--- config.mk ---
export PLATFORM = sky130hd
export DESIGN_NAME = cdb_broadcast
export DESIGN_NICKNAME = d
export VERILOG_FILES = /design/src/rtl/cdb_broadcast_pkg.sv /design/src/rtl/cq_mpfifo.sv /design/src/rtl/cdb_broadcast.sv
export SDC_FILE = /design/constraint.sdc
export NUM_CORES = 1
export LEC_CHECK = 0
export ABC_AREA = 1
export BUFFER_PORTS_ARGS = -buffer_cell sky130_fd_sc_hd__buf_4
export CORE_UTILIZATION = 35
export DETAILED_ROUTE_END_ITERATION = 6
export PLACE_DENSITY_LB_ADDON = 0.3
export SLEW_MARGIN = 20
export SYNTH_ARGS = -nofsm -noshare
export SYNTH_HDL_FRONTEND = slang
export SYNTH_SLANG_ARGS = --single-unit
--- constraint.sdc ---
create_clock -name clock -period 3.57 [get_ports clock]
set_input_delay 0.5355 -clock clock [delete_from_list [all_inputs] [get_ports clock]]
set_output_delay 0.5355 -clock clock [all_outputs]
set_load 0.005 [all_outputs]
--- src/rtl/cdb_broadcast_pkg.sv ---
// Shared core definitions for the completion data bus: default widths and queue depth,
// the completion-queue entry layout and a small lane-count helper.
package cdb_broadcast_pkg;

    localparam int unsigned CORE_N_WAY    = 2;
    localparam int unsigned CORE_CDB_BITS = 6;
    localparam int unsigned CORE_XLEN     = 32;
    localparam int unsigned CORE_CQ_DEPTH = 8;

    typedef struct packed {
        logic [CORE_CDB_BITS-1:0] tag;
        logic [CORE_XLEN-1:0]     data;
    } cq_entry_t;

    function automatic int unsigned lanes_presented(input int unsigned count,
                                                    input int unsigned n_way);
        return (count < n_way) ? count : n_way;
    endfunction

endpackage

--- src/rtl/cq_mpfifo.sv ---
// Multi-port circular completion queue: up to N_WAY writes and N_WAY reads per cycle,
// power-of-two depth so head/tail wrap naturally.
module cq_mpfifo
    import cdb_broadcast_pkg::*;
#(
    parameter int unsigned N_WAY = CORE_N_WAY,
    parameter int unsigned WIDTH = CORE_CDB_BITS + CORE_XLEN,
    parameter int unsigned DEPTH = CORE_CQ_DEPTH,
    localparam int unsigned AW = $clog2(DEPTH),
    localparam int unsigned CW = $clog2(N_WAY + 1)
) (
    input  logic                         clock,
    input  logic                         reset,
    input  logic                         flush,
    input  logic [CW-1:0]                push_cnt,
    input  logic [N_WAY-1:0][WIDTH-1:0]  push_data,
    input  logic [CW-1:0]                pop_cnt,
    output logic [N_WAY-1:0][WIDTH-1:0]  rd_data,
    output logic [AW:0]                  count
);

    logic [WIDTH-1:0] mem [DEPTH];
    logic [AW-1:0]    head;
    logic [AW-1:0]    tail;

    always_ff @(posedge clock or negedge reset) begin
        if (!reset) begin
            head  <= '0;
            tail  <= '0;
            count <= '0;
        end else if (flush) begin
            head  <= '0;
            tail  <= '0;
            count <= '0;
        end else begin
            head  <= head + AW'(pop_cnt);
            tail  <= tail + AW'(push_cnt);
            count <= count + (AW+1)'(push_cnt) - (AW+1)'(pop_cnt);
        end
    end

    // Storage needs no reset: validity is carried entirely by head/count.
    always_ff @(posedge clock) begin
        if (!flush) begin
            for (int unsigned i = 0; i < N_WAY; i++) begin
                if (i < 32'(push_cnt))
                    mem[tail + AW'(i)] <= push_data[i];
            end
        end
    end

    always_comb begin
        rd_data = '0;
        for (int unsigned i = 0; i < N_WAY; i++)
            rd_data[i] = mem[head + AW'(i)];
    end

endmodule

--- src/rtl/cdb_broadcast.sv ---
// Completion data bus broadcaster: compacts execute results into the completion queue
// and broadcasts the oldest entries to ROB/RS and the register file write ports.
module cdb_broadcast
    import cdb_broadcast_pkg::*;
#(
    parameter int unsigned N_WAY    = CORE_N_WAY,
    parameter int unsigned CDB_BITS = CORE_CDB_BITS,
    parameter int unsigned XLEN     = CORE_XLEN,
    parameter int unsigned CQ_DEPTH = CORE_CQ_DEPTH
) (
    input  logic                             clock,
    input  logic                             reset,
    input  logic [N_WAY-1:0]                 ex_valid,
    input  logic [N_WAY-1:0][CDB_BITS-1:0]   ex_dest_tag,
    input  logic [N_WAY-1:0][XLEN-1:0]       ex_result,
    output logic                             ex_ready,
    input  logic                             cdb_hold,
    input  logic                             flush,
    output logic [N_WAY-1:0][CDB_BITS-1:0]   complete_dest_tag,
    output logic [N_WAY-1:0]                 wr_en,
    output logic [N_WAY-1:0][CDB_BITS-1:0]   wr_idx,
    output logic [N_WAY-1:0][XLEN-1:0]       wr_data,
    output logic [$clog2(CQ_DEPTH):0]        cq_count
);

    localparam int unsigned CW   = $clog2(N_WAY + 1);
    localparam int unsigned CNTW = $clog2(CQ_DEPTH) + 1;

    typedef struct packed {
        logic [CDB_BITS-1:0] tag;
        logic [XLEN-1:0]     data;
    } lane_entry_t;

    lane_entry_t [N_WAY-1:0] push_data;
    lane_entry_t [N_WAY-1:0] rd_data;
    logic [CW-1:0]           push_cnt;
    logic [CW-1:0]           pop_cnt;
    int unsigned             acc_cnt;
    int unsigned             n_pres;

    // Ready looks only at registered occupancy, never at this cycle's inputs.
    assign ex_ready = (cq_count <= CNTW'(CQ_DEPTH - N_WAY));

    // Accepted lanes are packed toward slot 0 in ascending lane order.
    always_comb begin
        push_data = '0;
        acc_cnt   = 0;
        if (ex_ready && !flush) begin
            for (int unsigned i = 0; i < N_WAY; i++) begin
                if (ex_valid[i] && (ex_dest_tag[i] != '0)) begin
                    for (int unsigned j = 0; j < N_WAY; j++) begin
                        if (j == acc_cnt)
                            push_data[j] = '{tag: ex_dest_tag[i], data: ex_result[i]};
                    end
                    acc_cnt = acc_cnt + 1;
                end
            end
        end
        push_cnt = CW'(acc_cnt);
    end

    always_comb begin
        n_pres = 0;
        if (!flush && !cdb_hold)
            n_pres = lanes_presented(32'(cq_count), N_WAY);
        pop_cnt           = CW'(n_pres);
        complete_dest_tag = '0;
        wr_en             = '0;
        wr_idx            = '0;
        wr_data           = '0;
        for (int unsigned i = 0; i < N_WAY; i++) begin
            if (i < n_pres) begin
                complete_dest_tag[i] = rd_data[i].tag;
                wr_idx[i]            = rd_data[i].tag;
                wr_en[i]             = 1'b1;
                wr_data[i]           = rd_data[i].data;
            end
        end
    end

    cq_mpfifo #(
        .N_WAY (N_WAY),
        .WIDTH (CDB_BITS + XLEN),
        .DEPTH (CQ_DEPTH)
    ) u_cq (
        .clock     (clock),
        .reset     (reset),
        .flush     (flush),
        .push_cnt  (push_cnt),
        .push_data (push_data),
        .pop_cnt   (pop_cnt),
        .rd_data   (rd_data),
        .count     (cq_count)
    );

endmodule

==> flow_summary_export.csv <==
group,metric,value,unit
yosys,synth.top_cells.by_area,"edfxtp_1, nand3_1, nand2_1",
flow_run,cap_violations,0,
worst_setup_path,worst-path-buf-inv,2,
floorplan,io_pins,177,
clocking,clk_latency,0.56,ns
finish,antenna-diode-count,0,
timing,rsz0062_at_grt,"no",
routing,first_iter_violations,2494,
worst_setup_path,cpMostUsedCell,"o21ai_0",
global_route,antenna_found_initial,1,
timing,skew,0.0213,ns
clocking,clk_pin_slew,0.06,ns
routing,drtPass1Iterations,7,
worst_setup_path,endpoint_kind,"primary output",
placement,gp_congestion,0.842,
yosys,synth_seq_cells,314,
worst_setup_path,crit_family,"buffers and inverters",
yosys,ys_types,36,
yosys,yosys_most_used_dff,"edfxtp_1",
yosys,synth-async-reset-ratio,0.0318,
yosys,yosys.area.top_type,"edfxtp_1",
timing,hold_viol_final,0,
placement,dp_slack,0.471,ns
routing,wl_per_cell,22.1,µm
yosys,seq_area_frac_synth,0.425,
finish,design_area,25300,µm²
worst_setup_path,r2r_end,"u_cq.mem[6][33]",
yosys,synth_area,22100,µm²
routing,drc,0,
yosys,synth-edff-count,304,
floorplan,dieArea,64100,µm²
min_path,min_path_type,"in2reg",
placement,dp_hpwl,51200,µm
placement,dp_cells,3838,
yosys,syn-num-nets,3095,
global_route,grt_pass1_vias,20600,
floorplan,core,62100,µm²
floorplan,initial_core_util,0.356,
worst_setup_path,reg2reg_slack,0.54,ns
clocking,clockBufferDepth,3,
routing,routed_wl,86300,µm
worst_setup_path,cp-startpoint,"u_cq.head[0]",
clocking,cts.sinks,314,
worst_setup_path,reg2regPathDepth,10,
pwr,vdd_drop_max,319,µV
worst_setup_path,critical_path_depth,7,
worst_setup_path,crit_chain,"ha_2 -> buf_6 -> o21ai_0 -> o21ai_0 -> o21ai_1 -> nor2_1 -> buf_4",
finish,fin_nets,3141,
timing,fin_ws,0.167,ns
yosys,netlist_instances,2998,
global_route,track_usage,0.265,
worst_setup_path,slowest_delay,0.55,ns
worst_setup_path,path_max_fanout,44,
placement,place_area,24100,µm²
worst_setup_path,regToRegStartpoint,"u_cq.count[3]",
timing,relSlewSlack,0.248,
finish,area_delta_synth_final,14.7,%
clocking,cts_tree,"done",
timing,max_freq,0.294,GHz
yosys,synth_top_area_frac,0.414,
placement,portBuffers,176,
timing,setup_tns,0,ns
routing,vias_per_cell,5.65,
worst_setup_path,path_class,"reg2out",
clocking,cts_max_level,2,
global_route,grt_remaining_overflow,0,
global_route,grt_max_degree,175,
run_status,status,"completed",
floorplan,die_h,253,µm
yosys,synth_warnings,0,
timing,worst_hold_slack,0.240,ns
timing,post-route-period-util,0.953,
floorplan,fp-row-count,91,
timing,setup_viol,0,
pwr,powerDensity,488,nW/µm²
clocking,root_buffer,"clkbuf_16",
routing,vias,22100,
finish,fin_util,0.408,
finish,layout-drive-gt1-share,0.133,
yosys,syn_area_per_cell,7.36,µm²
worst_setup_path,setup.worst_path.end,"wr_idx[11]",
worst_setup_path,crit_arrival,2.87,ns
routing,postRouteAntennaNets,0,
global_route,grt_pass1_wl,128000,µm
finish,stdcell_count,3910,
worst_setup_path,start_kind,"flop",
floorplan,dieWidth,253,µm
pwr,leakage,10.9,nW
timing,period_needed,3.40,ns
timing,worst-slew-pin-transition,1.13,ns
pwr,report.power.total,12.4,mW
clocking,numCtsBuffers,40,
worst_setup_path,critPathSlowestCell,"dfrtp_4",
worst_setup_path,cp_data_required_time,3.03,ns
timing,slew_violations,0,
[cell usage after synthesis (2+ instances only)]
cell	instances
a21oi_1	224
buf_1	14
buf_2	95
buf_4	32
buf_6	16
clkbuf_1	101
dfrtp_1	10
edfxtp_1	304
fa_1	4
ha_1	11
inv_1	239
inv_2	14
nand2_1	566
nand2_2	2
nand3_1	712
nand3_2	8
nand4_1	8
nor2_1	231
nor2_2	6
nor2_4	3
nor3_1	3
o211ai_1	74
o21ai_0	234
o21ai_1	40
or2_2	35
xnor2_1	2
[worst min path at each step]
stage	slack [ns]	end	depth (start not counted)	startpoint
after floorplan	0.24	u_cq.count[0]	0	reset
after global placement	0.38	u_cq.count[1]	1	reset
after detailed placement	0.38	u_cq.count[2]	1	reset
after CTS	0.23	u_cq.head[0]	2	flush
after global routing	0.25	u_cq.head[0]	2	flush
final	0.24	u_cq.head[0]	2	flush
[cells by family (layout without fill, tap and decap cells)]
| logic type | Yosys count | in the layout | share of synthesized area |
|---|---|---|---|
| AND/OR/NAND/NOR | 1580 | 1580 | 0.321 |
| AO/OA/AOI/OAI | 574 | 574 | 0.139 |
| buffers and inverters | 512 | 587 | 0.103 |
| flip-flops | 314 | 314 | 0.425 |
| adder cells (fa/ha/maj) | 15 | 15 | 0.00987 |
| XOR/XNOR | 3 | 3 | 0.00153 |
[metal layers]
metal / track usage / share of wire / vias to the layer above
met2: 0.429 / 0.46 / 1208
li1: - / - / 10400
met5: 0 / 0.00015 / -
met4: 0.139 / 0.051 / 2
met3: 0.0407 / 0.098 / 274
met1: 0.342 / 0.39 / 10300
[state kept, by name (all words and copies together) (netlist names)]
name	flops
u_cq.count	4
u_cq.head	3
u_cq.mem	304
u_cq.tail	3
[cells in the final DEF (no fill, tap or decap), types with 2 or more instances in the layout]
cell / n
clkbuf_16: 40
a21oi_1: 224
nand2_1: 556
or2_2: 35
buf_12: 18
inv_4: 2
nor2_4: 13
ha_1: 10
edfxtp_1: 304
o21ai_1: 39
inv_6: 2
clkinv_1: 6
nor2_1: 226
o21ai_0: 234
xnor2_1: 2
nand2_2: 12
bufinv_16: 2
fa_1: 4
nor3_1: 3
clkinv_2: 4
dfrtp_1: 8
o211ai_1: 74
inv_2: 15
nand4_1: 8
nand3_1: 711
nand3_2: 9
clkbuf_1: 15
buf_4: 242
inv_1: 236
[power by group]
group / total [mW] / switching, mW / internal, mW
combinational: 4.01 / 2.70 / 1.31
sequential: 4.50 / 0.108 / 4.39
clock: 3.85 / 1.63 / 2.22
[repair_timing]
item	CTS	global route
endpoints found under the hold margin	10	0
buffers inserted	0	0
hold buffers	1	0
resized for setup	0	1
setup endpoints to repair	0	7
[layout make-up]
class	instances	area, µm²
well taps	837	1050
clock inverters	16	145
clock buffers	55	1060
repair buffers	262	2200
fillers	6308	36700
flip-flops and latches	314	9380
multi-input cells	2172	10500
inverters	254	966
Note: power is estimated with default switching activity, not from simulation.
